<file path="config.mk">
export PLATFORM = sky130hd
export DESIGN_NAME = bin_stim_gen_flat
export DESIGN_NICKNAME = d
export VERILOG_FILES = /design/src/rtl/bin_stim_gen_if.sv /design/src/rtl/bin_stim_gen.sv /design/src/flat_wrapper.sv
export SDC_FILE = /design/constraint.sdc
export NUM_CORES = 1
export LEC_CHECK = 0
export ABC_AREA = 1
export CAP_MARGIN = 20
export CELL_PAD_IN_SITES_DETAIL_PLACEMENT = 1
export CELL_PAD_IN_SITES_GLOBAL_PLACEMENT = 2
export CORE_AREA = 2 2 79 81
export CTS_CLUSTER_DIAMETER = 150
export DETAILED_ROUTE_END_ITERATION = 8
export DIE_AREA = 0 0 81 83
export PLACE_DENSITY = 0.68
export SETUP_SLACK_MARGIN = 0.05
export SLEW_MARGIN = 40
export SYNTH_ARGS = -nofsm -noshare
export SYNTH_HDL_FRONTEND = slang
export SYNTH_SLANG_ARGS = --single-unit
</file>
<file path="constraint.sdc">
create_clock -name clk -period 1.65 [get_ports clk]
set_input_delay 0.33 -clock clk [delete_from_list [all_inputs] [get_ports clk]]
set_output_delay 0.33 -clock clk [all_outputs]
set_load 0.05 [all_outputs]
</file>
<file path="src/rtl/bin_stim_gen_if.sv">
// Counter-side bus between the stimulus generator (master) and the
// universal binary counter under test (slave).
interface bin_stim_gen_if #(
    parameter int N = 3
);
    logic         syn_clr;
    logic         load;
    logic         en;
    logic         up;
    logic [N-1:0] d;
    logic [N-1:0] q;
    logic         max_tick;
    logic         min_tick;

    modport master (
        output syn_clr, load, en, up, d,
        input  q, max_tick, min_tick
    );

    modport slave (
        input  syn_clr, load, en, up, d,
        output q, max_tick, min_tick
    );
endinterface

</file>
<file path="src/rtl/bin_stim_gen.sv">
// Self-sequencing stimulus generator for an N-bit universal binary counter.
// Each pass: clear, load, count up to wrap, count down to wrap, hold; the
// counter's ticks and hold behaviour are checked along the way.
module bin_stim_gen #(
    parameter int N           = 3,
    parameter int RUNS        = 4,
    parameter int SEED        = 3,
    parameter int STEP        = 3,
    parameter int HOLD_CYCLES = 2
) (
    input  logic                  clk,
    input  logic                  reset,     // asynchronous, active low
    input  logic                  start_i,
    bin_stim_gen_if.master        cnt,
    output logic [2:0]            phase_o,
    output logic                  busy_o,
    output logic                  done_o,
    output logic                  err_o
);
    localparam int CW = N + 2;
    localparam int RW = $clog2(RUNS + 1);
    localparam int HW = $clog2(HOLD_CYCLES + 1);

    localparam logic [N-1:0]  SEED_V    = N'(SEED);
    localparam logic [N-1:0]  STEP_V    = N'(STEP);
    // Last legal cyc_cnt value before the 2^N+2 edge timeout fires.
    localparam logic [CW-1:0] TMO_LAST  = CW'(2**N + 1);
    localparam logic [RW-1:0] RUNS_LAST = RW'(RUNS - 1);
    localparam logic [HW-1:0] HOLD_LAST = HW'(HOLD_CYCLES - 1);

    typedef enum logic [2:0] {
        S_IDLE = 3'd0,
        S_CLR  = 3'd1,
        S_LOAD = 3'd2,
        S_UP   = 3'd3,
        S_DOWN = 3'd4,
        S_HOLD = 3'd5,
        S_DONE = 3'd6,
        S_ERR  = 3'd7
    } state_t;

    state_t         state_q, state_d;
    logic [CW-1:0]  cyc_q, cyc_d;
    logic [RW-1:0]  run_q, run_d;
    logic [HW-1:0]  hold_q, hold_d;
    logic [N-1:0]   d_q, d_d;
    logic [N-1:0]   qhold_q, qhold_d;
    logic           done_q, done_d;
    logic           err_q, err_d;

    // State and datapath registers with asynchronous active-low reset.
    always_ff @(posedge clk or negedge reset) begin
        if (!reset) begin
            state_q <= S_IDLE;
            cyc_q   <= '0;
            run_q   <= '0;
            hold_q  <= '0;
            d_q     <= SEED_V;
            qhold_q <= '0;
            done_q  <= 1'b0;
            err_q   <= 1'b0;
        end else begin
            state_q <= state_d;
            cyc_q   <= cyc_d;
            run_q   <= run_d;
            hold_q  <= hold_d;
            d_q     <= d_d;
            qhold_q <= qhold_d;
            done_q  <= done_d;
            err_q   <= err_d;
        end
    end

    // Next-state and datapath update logic.
    always_comb begin
        state_d = state_q;
        cyc_d   = cyc_q;
        run_d   = run_q;
        hold_d  = hold_q;
        d_d     = d_q;
        qhold_d = qhold_q;
        done_d  = done_q;
        err_d   = err_q;
        case (state_q)
            S_IDLE, S_DONE, S_ERR: begin
                if (start_i) begin
                    state_d = S_CLR;
                    d_d     = SEED_V;
                    run_d   = '0;
                    done_d  = 1'b0;
                    err_d   = 1'b0;
                end
            end
            S_CLR: begin
                state_d = S_LOAD;
            end
            S_LOAD: begin
                state_d = S_UP;
                cyc_d   = '0;
            end
            S_UP: begin
                if (cnt.max_tick) begin
                    state_d = S_DOWN;
                    cyc_d   = '0;
                end else if (cyc_q == TMO_LAST) begin
                    state_d = S_ERR;
                    err_d   = 1'b1;
                end else begin
                    cyc_d = cyc_q + CW'(1);
                end
            end
            S_DOWN: begin
                // The first DOWN sample still sees the 0 left by the up-wrap.
                if (cnt.min_tick && (cyc_q != '0)) begin
                    state_d = S_HOLD;
                    hold_d  = '0;
                    // The counter wraps 0 -> max on this edge; that is the
                    // value it must keep for the whole hold window.
                    qhold_d = cnt.q - N'(1);
                end else if (cyc_q == TMO_LAST) begin
                    state_d = S_ERR;
                    err_d   = 1'b1;
                end else begin
                    cyc_d = cyc_q + CW'(1);
                end
            end
            S_HOLD: begin
                if (cnt.q != qhold_q) begin
                    state_d = S_ERR;
                    err_d   = 1'b1;
                end else if (hold_q == HOLD_LAST) begin
                    run_d = run_q + RW'(1);
                    d_d   = d_q + STEP_V;
                    if (run_q == RUNS_LAST) begin
                        state_d = S_DONE;
                        done_d  = 1'b1;
                    end else begin
                        state_d = S_CLR;
                    end
                end else begin
                    hold_d = hold_q + HW'(1);
                end
            end
            default: begin
                state_d = S_IDLE;
            end
        endcase
    end

    // Output decode from registered state only.
    always_comb begin
        cnt.syn_clr = (state_q == S_CLR);
        cnt.load    = (state_q == S_LOAD);
        cnt.en      = (state_q == S_UP) || (state_q == S_DOWN);
        cnt.up      = (state_q == S_UP);
        cnt.d       = d_q;
        phase_o     = state_q;
        busy_o      = (state_q != S_IDLE) && (state_q != S_DONE) && (state_q != S_ERR);
        done_o      = done_q;
        err_o       = err_q;
    end

endmodule
</file>
<file path="src/flat_wrapper.sv">
// flat-port wrapper written by rule: the top's interface ports become plain ports
module bin_stim_gen_flat 
#(
    parameter int N           = 3,
    parameter int RUNS        = 4,
    parameter int SEED        = 3,
    parameter int STEP        = 3,
    parameter int HOLD_CYCLES = 2
)
  (clk, reset, start_i, phase_o, busy_o, done_o, err_o, cnt_syn_clr, cnt_load, cnt_en, cnt_up, cnt_d, cnt_q, cnt_max_tick, cnt_min_tick);
  bin_stim_gen_if #(.N(N)) cnt_i ();
  input  logic clk;
  input  logic reset;
  input  logic start_i;
  output logic [2:0] phase_o;
  output logic busy_o;
  output logic done_o;
  output logic err_o;
  output wire logic [$bits(cnt_i.syn_clr)-1:0] cnt_syn_clr;
  output wire logic [$bits(cnt_i.load)-1:0] cnt_load;
  output wire logic [$bits(cnt_i.en)-1:0] cnt_en;
  output wire logic [$bits(cnt_i.up)-1:0] cnt_up;
  output wire logic [$bits(cnt_i.d)-1:0] cnt_d;
  input wire logic [$bits(cnt_i.q)-1:0] cnt_q;
  input wire logic [$bits(cnt_i.max_tick)-1:0] cnt_max_tick;
  input wire logic [$bits(cnt_i.min_tick)-1:0] cnt_min_tick;
  assign cnt_syn_clr = cnt_i.syn_clr;
  assign cnt_load = cnt_i.load;
  assign cnt_en = cnt_i.en;
  assign cnt_up = cnt_i.up;
  assign cnt_d = cnt_i.d;
  assign cnt_i.q = cnt_q;
  assign cnt_i.max_tick = cnt_max_tick;
  assign cnt_i.min_tick = cnt_min_tick;
  bin_stim_gen #(.N(N), .RUNS(RUNS), .SEED(SEED), .STEP(STEP), .HOLD_CYCLES(HOLD_CYCLES)) u_core (.clk(clk), .reset(reset), .start_i(start_i), .cnt(cnt_i), .phase_o(phase_o), .busy_o(busy_o), .done_o(done_o), .err_o(err_o));
endmodule
</file>
==> impl_metrics.toml, run 1 <==
[logic_synthesis]
async_reset_ff_share_pct = 100
synth_area_um2 = 1430
synth_fp_nets = 210
yosysSeqAreaShare_pct = 36.9
yosysTopAreaCell = "dfrtp_1"
synth_common_cells = "62 x nand2_1, 29 x inv_1, 19 x dfrtp_1"
synth-seq-cells = 21
synth_warnings = 0
synth.avg_cell_area_um2 = 7.38
syn_inst = 194
synth_top_area_share_pct = 33.2
ys_types = 27
synth_area_leaders = "dfrtp_1 33%, nand2_1 16%, inv_1 7.6%"
synth-edff-count = 0
yosysMostFrequentCell = "nand2_1"
synth-main-ff-cell = "dfrtp_1"

[cts]
clock_latency_ns = 0.26
clkTransAtPathRegs_ns = 0.08
cts_tree = "done"
holdBufCountCts = 0
cts-root-buf = "clkbuf_8"
cts-buffers-inserted = 3
htreeDepth = 1
cts_sinks = 21
cts_buffer_depth = 2

[power]
p_int_mw = 2.23
switching_share_pct = 48.9
switchingPower_mw = 2.13
p_leak_nw = 1.11
vdd_drop_max_mv = 1.08
p_clk_share_pct = 8.1
power.density_nw_per_um2 = 2050
seq_power_share_pct = 20.3
power_mw = 4.36
p_comb_share_pct = 71.6

[global_route]
antenna_found_initial = 0
grt_max_degree = 22
busiest_layer = "met2"
use_met3_pct = 1.74
grt_usage_pct = 12.0
grt_util_met2_pct = 19.1
grt_use_met1_pct = 16.9
grt_pass1_wl_mm = 6.41
grt_pass1_vias = 1366
overflow = 0

[layout]
postLayoutCoreUtil_pct = 36.5
fillCellCount = 720
drive_gt1_share_pct = 34.0
area_delta_synth_final_pct = 48.3
fin_area_um2 = 2120
finalNetCount = 258
antenna_cells = 0

[timing]
setup_viol = 0
min_period_over_period_pct = 97.9
max_slew_margin_pct = 80.8
tightestPinTransition_ns = 0.288
setup_slack_ns = 0.0338
hold_viol = 0
fmaxAchievable_ghz = 0.619
fin_skew_ns = 0.00555
hold_slack_ns = 0.416
rsz0062_at_grt = "yes"
period_needed_ns = 1.62
slew_violations = 0

[critical_path]
r2r_start = "u_core.phase_o[1]$_DFFE_PN0P_"
ff2ff_setup_slack_ns = 0.15
crit_required_ns = 1.32
cp-start-kind = "flop"
r2r_cells = 11
worstSetupPathType = "reg -> out"
critPathMaxFanout = 4
end_kind = "output port"
r2r-end = "u_core.phase_o[0]$_DFFE_PN0P_"
critPathArrivalTime_ns = 1.29

[route]
drtAntennaViolNets = 0
drc = 0
totalWireLength_mm = 3.70
vias = 1348
routed_via_density = 4.27
wire_per_inst_um = 11.7
drt_iter0_markers = 28
drt_pass1_iterations = 4

[floorplan]
die_x_um = 81
die_h_um = 83
rows = 28
dieArea_um2 = 6720
io_pins = 21
start_util_pct = 24.6
coreArea_um2 = 5820

[flow_run]
maxCapViolCount = 0

[place]
dp.final_hpwl_mm = 2.83
place.gp.congestion = 0.717
io_buffers = 20
post-place-ws_ns = -0.0451
place_area_um2 = 1900

[run_status]
status = "complete, no violations"

[hold_path]
holdCritPathClass = "in -> async"
stage by stage:
step | TNS [ns] | instances
floorplan | 0 | 194
global placement | -0.0511 | 297
detailed placement | -0.178 | 297
CTS | 0 | 311
global route | -0.0690 | 316
finish | 0 | 316
power groups by stage:
stage	combinational [mW]	clock (mW)	sequential [mW]
after floorplan	1.38	0	1.12
after global placement	2.66	0	0.897
after detailed placement	2.68	0	0.896
after CTS	2.98	0.379	0.893
after global routing	3.40	0.393	0.911
final	3.12	0.351	0.884
worst max path at each step:
stage          slack (ns)                             to  cells after the start                          start
2_1_floorplan        0.06                       cnt_load                      4  u_core.phase_o[0]$_DFFE_PN0P_
3_3_place_gp        -0.01  u_core.phase_o[0]$_DFFE_PN0P_                      7                       cnt_q[1]
3_5_place_dp        -0.05    u_core.run_q[2]$_DFFE_PN0P_                      8                       cnt_q[2]
4_1_cts             0.002                         busy_o                      7  u_core.phase_o[1]$_DFFE_PN0P_
5_1_grt             -0.03                         busy_o                      7  u_core.phase_o[1]$_DFFE_PN0P_
6_report             0.03                         busy_o                      7  u_core.phase_o[1]$_DFFE_PN0P_
cells in the final DEF, fill, tap and decap left out, types with 2 or more instances in the layout:
cell	count
nand2_1	59
dfrtp_1	16
inv_1	23
nand2_4	4
dfstp_2	2
buf_12	10
ha_1	8
clkbuf_8	3
nor2_1	12
xor2_1	3
inv_2	8
clkdlybuf4s50_1	7
nand2_2	8
dfrtp_2	3
buf_4	27
o21ai_0	5
nand3_1	14
o21ai_1	2
nor2_4	4
nand4_1	4
o22ai_1	2
nand3_2	3
registers in the layout, summed over array words and instances (netlist names):
signal and count:
u_core.phase_o 3, u_core.err_o 1, u_core.run_q 3, u_core.cyc_q 5, u_core.qhold_q 3, u_core.hold_q 2, u_core.cnt.d 3, u_core.done_o 1
routing by layer:
metal,part of all wire (%),vias to the layer above
met5,0,-
met4,0.51,0
met3,2.8,2
met2,48,15
met1,48,629
li1,-,702
final cells by class:
cell class | instances | area (µm²) | area share, %
Clock buffer | 4 | 45.0 | 2.12
Inverter | 33 | 128 | 6.01
Multi-Input combinational cell | 139 | 853 | 40.2
Sequential cell | 21 | 532 | 25.0
Tap cell | 75 | 93.8 | 4.42
Timing Repair Buffer | 44 | 473 | 22.3
critical path: stages, from the launching register on:
cell,delay (ns)
dfrtp_2,0.43
inv_4,0.10
nor2_4,0.06
inv_2,0.08
nand2_4,0.06
nor2_4,0.10
inv_2,0.05
buf_12,0.14
repair_timing:
action	4_1_cts	5_1_grt
gates resized for setup	11	9
setup endpoints to repair	3	12
setup buffers	10	5
pin swaps	2	4
kinds of logic after synthesis:
| group | count (synthesis) | share of synthesized area [%] |
|---|---|---|
| AO/OA/AOI/OAI | 13 | 5.41 |
| XOR/XNOR | 5 | 3.58 |
| adder cells (fa/ha/maj) | 8 | 6.99 |
| buffers and inverters | 34 | 9.26 |
| flip-flops | 21 | 36.9 |
| AND/OR/NAND/NOR | 113 | 37.9 |
Note: power is estimated with default switching activity, not from simulation.
==> inputs of run 2 (changes only) <==
--- a/config.mk
+++ b/config.mk
@@ -9,11 +9,11 @@
 export CAP_MARGIN = 20
 export CELL_PAD_IN_SITES_DETAIL_PLACEMENT = 1
 export CELL_PAD_IN_SITES_GLOBAL_PLACEMENT = 2
-export CORE_AREA = 2 2 79 81
+export CORE_AREA = 2 2 73 75
 export CTS_CLUSTER_DIAMETER = 150
 export DETAILED_ROUTE_END_ITERATION = 8
-export DIE_AREA = 0 0 81 83
-export PLACE_DENSITY = 0.68
+export DIE_AREA = 0 0 75 77
+export PLACE_DENSITY = 0.78
 export SETUP_SLACK_MARGIN = 0.05
 export SLEW_MARGIN = 40
 export SYNTH_ARGS = -nofsm -noshare
==> impl_metrics.toml, run 2 (synthesis gave the netlist of run 1 again) <==
[power]
p_leak_nw = 1.16
power.density_nw_per_um2 = 2080
p_comb_share_pct = 72.3
p_clk_share_pct = 8.0
seq_power_share_pct = 19.6
vdd_drop_max_mv = 1.20
switchingPower_mw = 2.21
switching_share_pct = 48.4
p_int_mw = 2.36

[global_route]
grt_pass1_wl_mm = 6.78
overflow = 0
grt_usage_pct = 14.9
antenna_found_initial = 0
grt_pass1_vias = 1506
grt_max_degree = 22

[timing]
hold_viol = 0
tightestPinTransition_ns = 0.296
hold_slack_ns = 0.399
setup_viol = 0
period_needed_ns = 1.61
rsz0062_at_grt = "yes"
min_period_over_period_pct = 97.7
max_slew_margin_pct = 80.2
fmaxAchievable_ghz = 0.620
tns_ns = 0
slew_violations = 0
fin_skew_ns = 0.00200

[layout]
area_delta_synth_final_pct = 53.0
finalNetCount = 263
drive_gt1_share_pct = 36.2
layout_common_cells = "57 x nand2_1, 29 x buf_4, 22 x inv_1"
largest_register_ffs = 5
fin_area_um2 = 2190
regMostFlops = "u_core.cyc_q"
mostFrequentLayoutCell = "nand2_1"
antenna_cells = 0

[route]
totalWireLength_mm = 3.79
routed_via_density = 4.42
drt_iter0_markers = 31
drt_pass1_iterations = 4
drtAntennaViolNets = 0
vias = 1396
drc = 0
wire_per_inst_um = 12.0

[floorplan]
dieArea_um2 = 5780
coreArea_um2 = 4980
rows = 26
die_x_um = 75
die_h_um = 77
io_pins = 21
start_util_pct = 28.8

[critical_path]
cp.buffers_inverters = 3
worstSetupPathType = "reg -> out"
crit_required_ns = 1.32
path_cells = "buf_6 -> nor2_4 -> inv_2 -> o21ai_4 -> buf_12"
critPathArrivalTime_ns = 1.28
r2r_start = "u_core.phase_o[1]$_DFFE_PN0P_"
ff2ff_setup_slack_ns = 0.18
path_delay_family = "flip-flops"
cp-start-kind = "flop"
critPathMaxFanout = 7
end_kind = "output port"
r2r-end = "u_core.phase_o[1]$_DFFE_PN0P_"
worst_path_max_delay_cell = "dfrtp_2"
r2r_cells = 11
slowest_delay_ns = 0.49

[cts]
cts_buffer_depth = 2
cts_tree = "done"
clkTransAtPathRegs_ns = 0.09
clock_latency_ns = 0.27
cts-buffers-inserted = 3
cts_sinks = 21
htreeDepth = 1
holdBufCountCts = 0
cts-root-buf = "clkbuf_8"

[place]
place_area_um2 = 1920
io_buffers = 20
dp.final_hpwl_mm = 2.91
place.gp.congestion = 0.724

[run_status]
status = "complete, no violations"

[flow_run]
maxCapViolCount = 0

[hold_path]
holdCritPathClass = "in -> async"
-- run 2: cell types whose count changed in the layout (fill, tap and decap cells not counted), moves of 2 or more --
cell / change
nand2_1: -2
nand2_4: +3
nand3_2: -2
buf_6: +2
nand3_1: +2
buf_4: +2
-- run 2: layer usage --
layer | GRT usage [%] | wire (µm) | vias to the layer above
met5 | 0 | 0 | -
met4 | 3.75 | 48 | 0
met3 | 2.23 | 92 | 5
met2 | 25.4 | 1930 | 18
met1 | 19.4 | 1710 | 667
li1 | - | - | 706
-- run 2: worst max path at each step --
| stage | start | end | slack (ns) | cells after the start |
|---|---|---|---|---|
| final | u_core.phase_o[0]$_DFFE_PN0P_ | cnt_en | 0.04 | 5 |
| after global routing | u_core.phase_o[0]$_DFFE_PN0P_ | cnt_en | -0.02 | 5 |
| after CTS | u_core.phase_o[1]$_DFFE_PN0P_ | busy_o | 0.01 | 7 |
| after detailed placement | cnt_q[2] | u_core.cnt.d[2]$_DFFE_PN0P_ | -0.05 | 9 |
| after global placement | cnt_q[1] | u_core.run_q[1]$_DFFE_PN0P_ | 0.004 | 7 |
| after floorplan | u_core.phase_o[0]$_DFFE_PN0P_ | cnt_load | 0.06 | 4 |
-- run 2: timing repair --
item                                    4_1_cts  5_1_grt
endpoints found under the setup margin        3       13
buffers inserted                             10        8
pin swaps                                     4        3
hold endpoints to repair                      0        0
resized for setup                            13       15
-- run 2: cell type report --
class | instances | area [µm²]
well taps | 70 | 87.6
repair buffers | 49 | 531
clock buffers | 3 | 41.3
fillers | 611 | 2790
multi-input cells | 139 | 863
inverters | 33 | 133
clock inverters | 1 | 5.00
flip-flops and latches | 21 | 532
-- run 2: power groups by stage --
stage | Sequential (mW) | Clock [mW] | Combinational [mW]
6_report | 0.896 | 0.367 | 3.30
5_1_grt | 0.926 | 0.399 | 3.61
4_1_cts | 0.896 | 0.379 | 3.05
3_5_place_dp | 0.898 | 0 | 2.74
3_3_place_gp | 0.894 | 0 | 2.71
2_1_floorplan | 1.12 | 0 | 1.38
-- run 2: through the flow --
stage | setup WS (ns) | total power, mW | instances | utilization [%]
2_1_floorplan | 0.0616 | 2.51 | 194 | -
3_3_place_gp | 0.00388 | 3.61 | 294 | 38.6
3_5_place_dp | -0.0522 | 3.63 | 294 | 38.6
4_1_cts | 0.00968 | 4.32 | 308 | 41.7
5_1_grt | -0.0224 | 4.93 | 316 | 44.0
6_report | 0.0373 | 4.56 | 316 | 44.0
